===== config.mk =====
export PLATFORM = sky130hd
export DESIGN_NAME = motor_pwm_frame_controller
export DESIGN_NICKNAME = d
export VERILOG_FILES = /design/src/rtl/motor_pwm_frame_controller.sv
export SDC_FILE = /design/constraint.sdc
export NUM_CORES = 1
export LEC_CHECK = 0
export BUFFER_PORTS_ARGS = -buffer_cell sky130_fd_sc_hd__buf_4
export CORE_ASPECT_RATIO = 0.5
export CORE_MARGIN = 2
export CORE_UTILIZATION = 40
export DETAILED_ROUTE_END_ITERATION = 10
export GPL_TIMING_DRIVEN = 0
export HOLD_SLACK_MARGIN = 0.08
export PLACE_DENSITY = 0.73
export SKIP_LAST_GASP = 1
export SYNTH_ARGS = -nofsm -noshare
export SYNTH_HDL_FRONTEND = slang
export SYNTH_SLANG_ARGS = --single-unit
export TNS_END_PERCENT = 30

===== constraint.sdc =====
create_clock -name clk -period 3.7 [get_ports clk]
set_input_delay 0.185 -clock clk [delete_from_list [all_inputs] [get_ports clk]]
set_output_delay 0.185 -clock clk [all_outputs]
set_load 0.02 [all_outputs]

===== src/rtl/motor_pwm_frame_controller.sv =====
// motor_pwm_frame_controller: shared PWM timebase with shadow/staged compare sets, arm FSM and frame watchdog
// Ports:
//   clk, rstn            clock, asynchronous active-low reset
//   enable               timebase runs when high, otherwise timer cleared and held
//   period               frame length in cycles (values below 2 behave as 2)
//   idle_value           compare value driven on every channel when not ARMED
//   arm_req              level request to arm the bank
//   ch_wr_en/sel/data    shadow register write port (out-of-range selects ignored)
//   commit               copy the shadow set (including a same-cycle write) into the staged set
//   wdog_frames          frames allowed without a commit while ARMED, 0 disables
//   timer_value          shared timebase
//   compare_value        per-channel compare, channel i at [i*TIMER_WIDTH +: TIMER_WIDTH]
//   compare_value_latch  strobe on the last cycle of each frame; frame_start is identical
//   state, failsafe      0 DISARMED, 1 ARMED, 2 FAILSAFE; failsafe flags state 2
module motor_pwm_frame_controller #(
  parameter int TIMER_WIDTH = 32,
  parameter int NUM_CH      = 4,
  parameter int WDOG_WIDTH  = 8
) (
  input  logic                          clk,
  input  logic                          rstn,
  input  logic                          enable,
  input  logic [TIMER_WIDTH-1:0]        period,
  input  logic [TIMER_WIDTH-1:0]        idle_value,
  input  logic                          arm_req,
  input  logic                          ch_wr_en,
  input  logic [$clog2(NUM_CH)-1:0]     ch_wr_sel,
  input  logic [TIMER_WIDTH-1:0]        ch_wr_data,
  input  logic                          commit,
  input  logic [WDOG_WIDTH-1:0]         wdog_frames,
  output logic [TIMER_WIDTH-1:0]        timer_value,
  output logic [NUM_CH*TIMER_WIDTH-1:0] compare_value,
  output logic                          compare_value_latch,
  output logic                          frame_start,
  output logic [1:0]                    state,
  output logic                          failsafe
);
  localparam logic [1:0] DISARMED = 2'd0;
  localparam logic [1:0] ARMED    = 2'd1;
  localparam logic [1:0] FAILSAFE = 2'd2;
  logic [TIMER_WIDTH-1:0] last;
  logic                   boundary;
  logic                   wr_hit;
  logic [TIMER_WIDTH-1:0] shadow    [NUM_CH];
  logic [TIMER_WIDTH-1:0] shadow_nx [NUM_CH];
  logic [TIMER_WIDTH-1:0] staged    [NUM_CH];
  logic [1:0]             state_nx;
  logic [WDOG_WIDTH-1:0]  wdog;
  logic                   commit_seen;
  logic                   wdog_expire;
  logic                   arming;
  logic                   disarming;
  // last cycle index of the frame; >= rather than == lets a shrinking period wrap at once
  assign last                = (period < TIMER_WIDTH'(2)) ? TIMER_WIDTH'(1) : period - TIMER_WIDTH'(1);
  assign boundary            = enable && (timer_value >= last);
  assign compare_value_latch = boundary;
  assign frame_start         = boundary;
  assign wr_hit              = ch_wr_en && (32'(ch_wr_sel) < NUM_CH);
  assign wdog_expire         = (wdog_frames != '0) && boundary && !commit &&
                               (wdog == wdog_frames - WDOG_WIDTH'(1));
  assign arming              = (state == DISARMED) && (state_nx == ARMED);
  assign disarming           = (state != DISARMED) && (state_nx == DISARMED);
  // shadow view including this cycle's write, so commit captures a same-cycle write
  always_comb begin
    for (int i = 0; i < NUM_CH; i++)
      shadow_nx[i] = (wr_hit && (32'(ch_wr_sel) == i)) ? ch_wr_data : shadow[i];
  end
  always_ff @(posedge clk or negedge rstn) begin
    if (!rstn) timer_value <= '0;
    else       timer_value <= (!enable || boundary) ? '0 : timer_value + TIMER_WIDTH'(1);
  end
  // staged updates as a whole set in one edge, so generators never see a partial set
  always_ff @(posedge clk or negedge rstn) begin
    if (!rstn) begin
      for (int i = 0; i < NUM_CH; i++) begin
        shadow[i] <= '0;
        staged[i] <= '0;
      end
    end else begin
      for (int i = 0; i < NUM_CH; i++) begin
        shadow[i] <= shadow_nx[i];
        if (commit) staged[i] <= shadow_nx[i];
      end
    end
  end
  always_ff @(posedge clk or negedge rstn) begin
    if (!rstn) state <= DISARMED;
    else       state <= state_nx;
  end
  always_comb begin
    state_nx = (state == DISARMED) ? ((arm_req && commit_seen && boundary) ? ARMED : DISARMED) :
               (state == ARMED)    ? (!arm_req ? DISARMED : (wdog_expire ? FAILSAFE : ARMED)) :
                                     (!arm_req ? DISARMED : FAILSAFE);
  end
  always_comb begin
    failsafe = state == FAILSAFE;
    for (int i = 0; i < NUM_CH; i++)
      compare_value[i*TIMER_WIDTH +: TIMER_WIDTH] = (state == ARMED) ? staged[i] : idle_value;
  end
  // commit beats a boundary increment; the count saturates rather than wrapping
  always_ff @(posedge clk or negedge rstn) begin
    if (!rstn) begin
      wdog        <= '0;
      commit_seen <= 1'b0;
    end else begin
      wdog        <= (commit || arming) ? '0 :
                     ((state == ARMED) && boundary && (wdog != '1)) ? wdog + WDOG_WIDTH'(1) : wdog;
      commit_seen <= disarming ? 1'b0 : (commit ? 1'b1 : commit_seen);
    end
  end
endmodule


==> flow_metrics.tcl, run 1 <==
set metrics [dict create \
    clkTransAtPathRegs_ns 0.06 \
    place_congestion 0.8504 \
    ys.flop_type "dfrtp_1" \
    p_leak_uw 0.008680 \
    postSynthCellCount 1299 \
    switching_share_pct 25.28 \
    drv_cap 0 \
    yosys_warnings 0 \
    coreArea_um2 34770 \
    grt_max_degree 116 \
    fin_ws_ns -0.2749 \
    vias_per_cell 5.005 \
    die_w_um 270.9 \
    drive_gt1_share_pct 39.21 \
    drcViolationCount 0 \
    final_common_cell "nand2_1" \
    required_ns 3.51 \
    clockBufferDepth 3 \
    area_delta_synth_final_pct 31.90 \
    dp_hpwl_um 27270 \
    die-area_um2 37240 \
    avgSynthCellArea_um2 10.97 \
    finalClockSkew_ns 0.007342 \
    ioPinCount 277 \
    ant_nets 0 \
    p_switching_uw 2118 \
    critPathMaxFanout 5 \
    finalSetupViolations 5 \
    syn_nets 1448 \
    die_y_um 137.5 \
    max_clock_freq_ghz 0.2516 \
    critPathLaunch "period[23]" \
    final_cell_mix "333 x nand2_1, 299 x dfrtp_1, 285 x buf_4, 256 x mux2_2, 61 x nor2_1" \
    insertion_delay_ns 0.55 \
    violations "setup timing" \
    slew-limit-headroom_pct 36.22 \
    fin_tns_setup_ns -0.6464 \
    cts_tree "yes" \
    initial_utilization_pct 40.98 \
    grt_pass1_wl_um 58590 \
    grt_overflow 0 \
    maxSlewViolCount 0 \
    row_count 48 \
    min_from "ch_wr_sel[1]" \
    critPathLaunchType "input pin" \
    max_stage_delay_ns 0.53 \
    wl_um 38130 \
    vias 10780 \
    p_int_uw 6258 \
    first_pass_iters 4 \
    crit_slowest_cell "or4_4" \
    num-nets-final 1806 \
    hold_class "in2reg" \
    async_flop_share_pct 100.0 \
    status "finished with violations" \
    crit_path_cell_trace "buf_8 -> or4_4 -> or4_4 -> or3_4 -> or3_4 -> buf_6 -> buf_16 -> o21ai_2 -> ha_1 -> nand4_1 -> nor3_2 -> a221oi_2 -> nand2_1 -> a21oi_2 -> nor2_2 -> buf_4 -> buf_4" \
    grt_use_total_pct 20.04 \
    grt_antenna_before_repair 1 \
    power.clock.fraction_pct 34.5 \
    numCtsBuffers 28 \
    htreeDepth 1 \
    path_buf_inv 5 \
    final_core_util_pct 54.05 \
    ir_worst_vdd_mv 0.2594 \
    power_frac_comb_pct 16.5 \
    power_frac_seq_pct 49.0 \
    powerDensity_nw_per_um2 445.6 \
    ys_seq_area_share_pct 52.51 \
    syn_area_um2 14250 \
    synth-seq-cells 299 \
    fin_crit_sh_pct 107.4 \
    rsz0062_at_grt "yes" \
    drt_iter0_markers 588 \
    numPortBuffers 275 \
    cp-end-kind "output port" \
    grt_pass1_vias 10860 \
    worst-setup-path-type "in2out" \
    cp_data_arrival_time_ns 3.79 \
    clock_sinks 299 \
    r2r-start "timer_value[29]" \
    worst_slew_pin_slew_ns 0.9568 \
    wire_per_inst_um 17.70 \
    layout_min_cycle_time_ns 3.975 \
    cp_top_family "simple AND/OR/NAND/NOR gates" \
    synth_edf_count 0 \
    netlist-cell-type-count 46 \
    clockRootBuffer "clkbuf_16" \
    final-hold-violation-count 0 \
]
[stage by stage]
stage               hold slack [ns]  total power [µW]  std cells  setup WS (ns)  area [µm²]
floorplan                   -0.1106              4953       1299        -0.1117       14380
global placement             0.4183              5403       2049         -1.056       17040
detailed placement           0.2545              5493       2051         -1.156       17100
CTS                          0.1098              8444       2151        -0.3181       18700
global route                 0.1321              8757       2154        -0.4416       18800
finish                       0.1336              8376       2154        -0.2749       18800
[logic make-up after synthesis]
kind of cell,after synthesis,synth area share (%)
and+or+nand+nor,515,15.44
DFF,299,52.51
muxes,257,20.30
buffers and inverters,69,2.019
xor gates and xnor gates,67,4.118
AOI/OAI and AO/OA,55,2.371
adders and majority gates,37,3.249
[area by class of cell]
class	instances	area (µm²)
clock buffers	39	792.0
clock inverters	12	135.1
repair buffers	329	2668
inverters	12	45.04
multi-input cells	931	6800
flip-flops and latches	299	7482
diodes	1	2.502
fillers	2938	15980
plain buffers	56	276.5
well taps	475	594.3
[power groups by stage]
stage          Combinational (µW)  Sequential (µW)  Clock (µW)
3_3_place_gp                 1280             4120           0
2_1_floorplan                 870             4080           0
3_5_place_dp                 1340             4160           0
6_report                     1380             4110        2890
4_1_cts                      1390             4100        2960
5_1_grt                      1500             4160        3090
[final timing paths]
kind                            slack [ns]  cells past startpoint          end
worst max-delay path                 -0.27                     17  frame_start
worst min-delay path                  0.13                      3   shadow[96]
max in group asynchronous             2.06                      4   staged[54]
worst min register to register        0.49                      1   shadow[44]
worst max register to register        1.03                     10      wdog[6]
min in group asynchronous             0.22                      2  shadow[105]
[timing repair]
action	4_1_cts	5_1_grt
cloned	2	0
setup endpoints to repair	42	36
pin swaps	14	7
gates resized for setup	40	15
endpoints found under the hold margin	357	0
hold buffers	35	0
setup buffers	12	3
[worst reg2reg max path, delay by kind of cell (launching register included)]
family,cells,cell delay [ns]
buffers and inverters,3,0.55
AOI/OAI and AO/OA,2,0.20
DFF,1,0.45
and+or+nand+nor,4,1.07
adders and majority gates,1,0.34
[sequential cells by signal, indices dropped and copies added, names as in the netlist]
signal       cells
staged         128
state            2
shadow         128
wdog             8
commit_seen      1
timer_value     32
[Yosys cell counts (3+ instances only)]
| cell type | number | area share [%] |
|---|---|---|
| o21a_1 | 3 | 0.16 |
| and3_1 | 14 | 0.61 |
| nand4_1 | 12 | 0.53 |
| a211oi_1 | 4 | 0.21 |
| inv_1 | 12 | 0.32 |
| nor2_1 | 64 | 1.7 |
| nor4_1 | 7 | 0.31 |
| ha_1 | 37 | 3.2 |
| and4_1 | 4 | 0.25 |
| nor3_1 | 15 | 0.53 |
| buf_1 | 14 | 0.37 |
| nand3b_1 | 7 | 0.37 |
| nand2b_1 | 5 | 0.22 |
| a21oi_1 | 22 | 0.77 |
| buf_6 | 3 | 0.24 |
| dfrtp_1 | 299 | 53 |
| nand2_1 | 345 | 9.1 |
| o21ai_0 | 12 | 0.42 |
| or4_1 | 3 | 0.16 |
| xor2_1 | 37 | 2.3 |
| clkbuf_1 | 37 | 0.97 |
| mux2_2 | 256 | 20 |
| xnor2_1 | 30 | 1.8 |
| or3_1 | 7 | 0.31 |
| nand3_1 | 19 | 0.67 |
| nand2_2 | 4 | 0.18 |
[per-layer routing]
metal	vias up	share of wire (%)	track usage (%)
li1	5123	-	-
met3	54	2.9	2.562
met1	5416	42	24.83
met5	-	0	0
met2	188	52	36.81
met4	0	2.7	6.200
(Power assumes the default switching activity.)
==> run 2, diff against run 1 <==
--- a/config.mk
+++ b/config.mk
@@ -13,3 +13,3 @@
 export GPL_TIMING_DRIVEN = 0
-export HOLD_SLACK_MARGIN = 0.08
+export HOLD_SLACK_MARGIN = 0.12
 export PLACE_DENSITY = 0.73
==> constraint.sdc (replaced) <==
create_clock -name clk -period 3.7 [get_ports clk]
set_input_delay 0.555 -clock clk [delete_from_list [all_inputs] [get_ports clk]]
set_output_delay 0.555 -clock clk [all_outputs]
set_load 0.02 [all_outputs]
==> flow_metrics.tcl, run 2 (same netlist as run 1, synthesis figures left out) <==
set metrics [dict create \
    status "finished with violations" \
    violations "setup timing" \
    required_ns 3.14 \
    clock_sinks 299 \
    drv_cap 0 \
    wire_per_inst_um 18.37 \
    area_delta_synth_final_pct 31.83 \
    ir_worst_vdd_mv 0.3203 \
    ant_nets 0 \
    numCtsBuffers 28 \
    final_cell_mix "331 x nand2_1, 299 x dfrtp_1, 288 x buf_4, 256 x mux2_2, 62 x nor2_1" \
    critPathMaxFanout 8 \
    drive_gt1_share_pct 41.32 \
    grt_max_degree 106 \
    cp_top_family "simple AND/OR/NAND/NOR gates" \
    vias 10710 \
    max_stage_delay_ns 0.53 \
    layout_min_cycle_time_ns 4.732 \
    finalSetupViolations 44 \
    total_power_uw 8443 \
    maxSlewViolCount 0 \
    final_common_cell "nand2_1" \
    critPathLaunchType "input pin" \
    wl_um 39140 \
    rsz0062_at_grt "yes" \
    grt_overflow 0 \
    fin_ws_ns -1.032 \
    largest_registers "shadow (128), staged (128), timer_value (32)" \
    row_count 48 \
    initial_utilization_pct 40.98 \
    fin_tns_setup_ns -32.60 \
    powerDensity_nw_per_um2 449.4 \
    grt_antenna_before_repair 2 \
    grt_use_total_pct 20.07 \
    num-nets-final 1784 \
    coreArea_um2 34770 \
    ioPinCount 277 \
    worst_slew_pin_slew_ns 0.9176 \
    dp_hpwl_um 27430 \
    die_w_um 270.9 \
    p_leak_uw 0.008635 \
    grt_pass1_vias 10510 \
    htreeDepth 1 \
    finalClockSkew_ns 0.01197 \
    path_buf_inv 4 \
    final-hold-violation-count 0 \
    whs_ns 0.2234 \
    fin_crit_sh_pct 127.9 \
    first_pass_iters 4 \
    hold_class "in2reg" \
    vias_per_cell 5.026 \
    clockRootBuffer "clkbuf_16" \
    clockBufferDepth 3 \
    numPortBuffers 275 \
    crit_path_cell_trace "buf_8 -> or4_4 -> or4_4 -> or3_4 -> or3_4 -> buf_8 -> nand2_1 -> ha_1 -> and4_4 -> nor3b_1 -> a211oi_2 -> o21ai_2 -> a21oi_4 -> nor2_4 -> buf_6 -> buf_4" \
    grt_pass1_wl_um 58360 \
    pre_cts_slack_ns -1.941 \
    die-area_um2 37240 \
    insertion_delay_ns 0.57 \
    slew-limit-headroom_pct 38.83 \
    drcViolationCount 0 \
    worst-setup-path-type "in2out" \
    cp-end-kind "output port" \
    cts_tree "yes" \
    crit_slowest_cell "or4_4" \
    place_congestion 0.8702 \
    max_clock_freq_ghz 0.2113 \
    clkTransAtPathRegs_ns 0.06 \
    cp_data_arrival_time_ns 4.18 \
    drt_iter0_markers 609 \
    die_y_um 137.5 \
]
## run 2: cell count changes in the layout (fill, tap and decap cells not counted), moves of 3 or more
cell | before | now
ha_1 | 30 | 22
a21oi_2 | 2 | 6
clkinvlp_4 | 4 | 0
buf_4 | 285 | 288
a21oi_1 | 19 | 14
dlygate4sd3_1 | 35 | 1
ha_4 | 7 | 15
nand2_4 | 4 | 8
buf_6 | 5 | 12
## run 2: power breakdown
group	internal, µW	switching [µW]
Clock	1710	1260
Sequential	3870	240
Combinational	738	629
## run 2: metal layers
| layer | GRT usage [%] | vias up | wire (µm) |
|---|---|---|---|
| met5 | 0 | - | 0 |
| met3 | 2.475 | 65 | 1160 |
| met1 | 25.32 | 5382 | 16620 |
| met4 | 6.139 | 0 | 1115 |
| met2 | 36.40 | 183 | 20240 |
| li1 | - | 5076 | - |
## run 2: worst paths after layout
| kind | startpoint | end | slack, ns | cells past startpoint |
|---|---|---|---|---|
| worst max register to register | timer_value[15] | state[0] | 0.56 | 15 |
| worst min register to register | shadow[56] | shadow[56] | 0.49 | 1 |
| worst max-delay path | period[23] | frame_start | -1.03 | 16 |
| max in group asynchronous | rstn | timer_value[26] | 1.67 | 4 |
| min in group asynchronous | rstn | staged[73] | 0.59 | 2 |
| worst min-delay path | arm_req | state[1] | 0.22 | 2 |
## run 2: what timing repair did
| item | CTS | global route |
|---|---|---|
| hold endpoints to repair | 100 | 0 |
| gates cloned | 2 | 2 |
| endpoints found under the setup margin | 44 | 44 |
| setup buffers | 17 | 8 |
| gates resized for setup | 55 | 47 |
| hold buffers | 1 | 0 |
| pin swaps | 5 | 16 |
## run 2: final cells by class
class / instances / area, µm²
Timing Repair Buffer: 307 / 2447
Sequential cell: 299 / 7482
Antenna cell: 2 / 5.005
Tap cell: 475 / 594.3
Buffer: 56 / 292.8
Multi-Input combinational cell: 931 / 6983
Clock buffer: 40 / 795.8
Fill cell: 2942 / 15990
Inverter: 12 / 45.04
Clock inverter: 8 / 140.1
## run 2: metrics by stage
stage          util [%]  instance area [µm²]  cells
2_1_floorplan         -                14320   1299
3_3_place_gp      48.83                16980   2049
3_5_place_dp      49.01                17040   2051
4_1_cts           52.94                18410   2119
5_1_grt           54.02                18790   2130
6_report          54.02                18790   2130
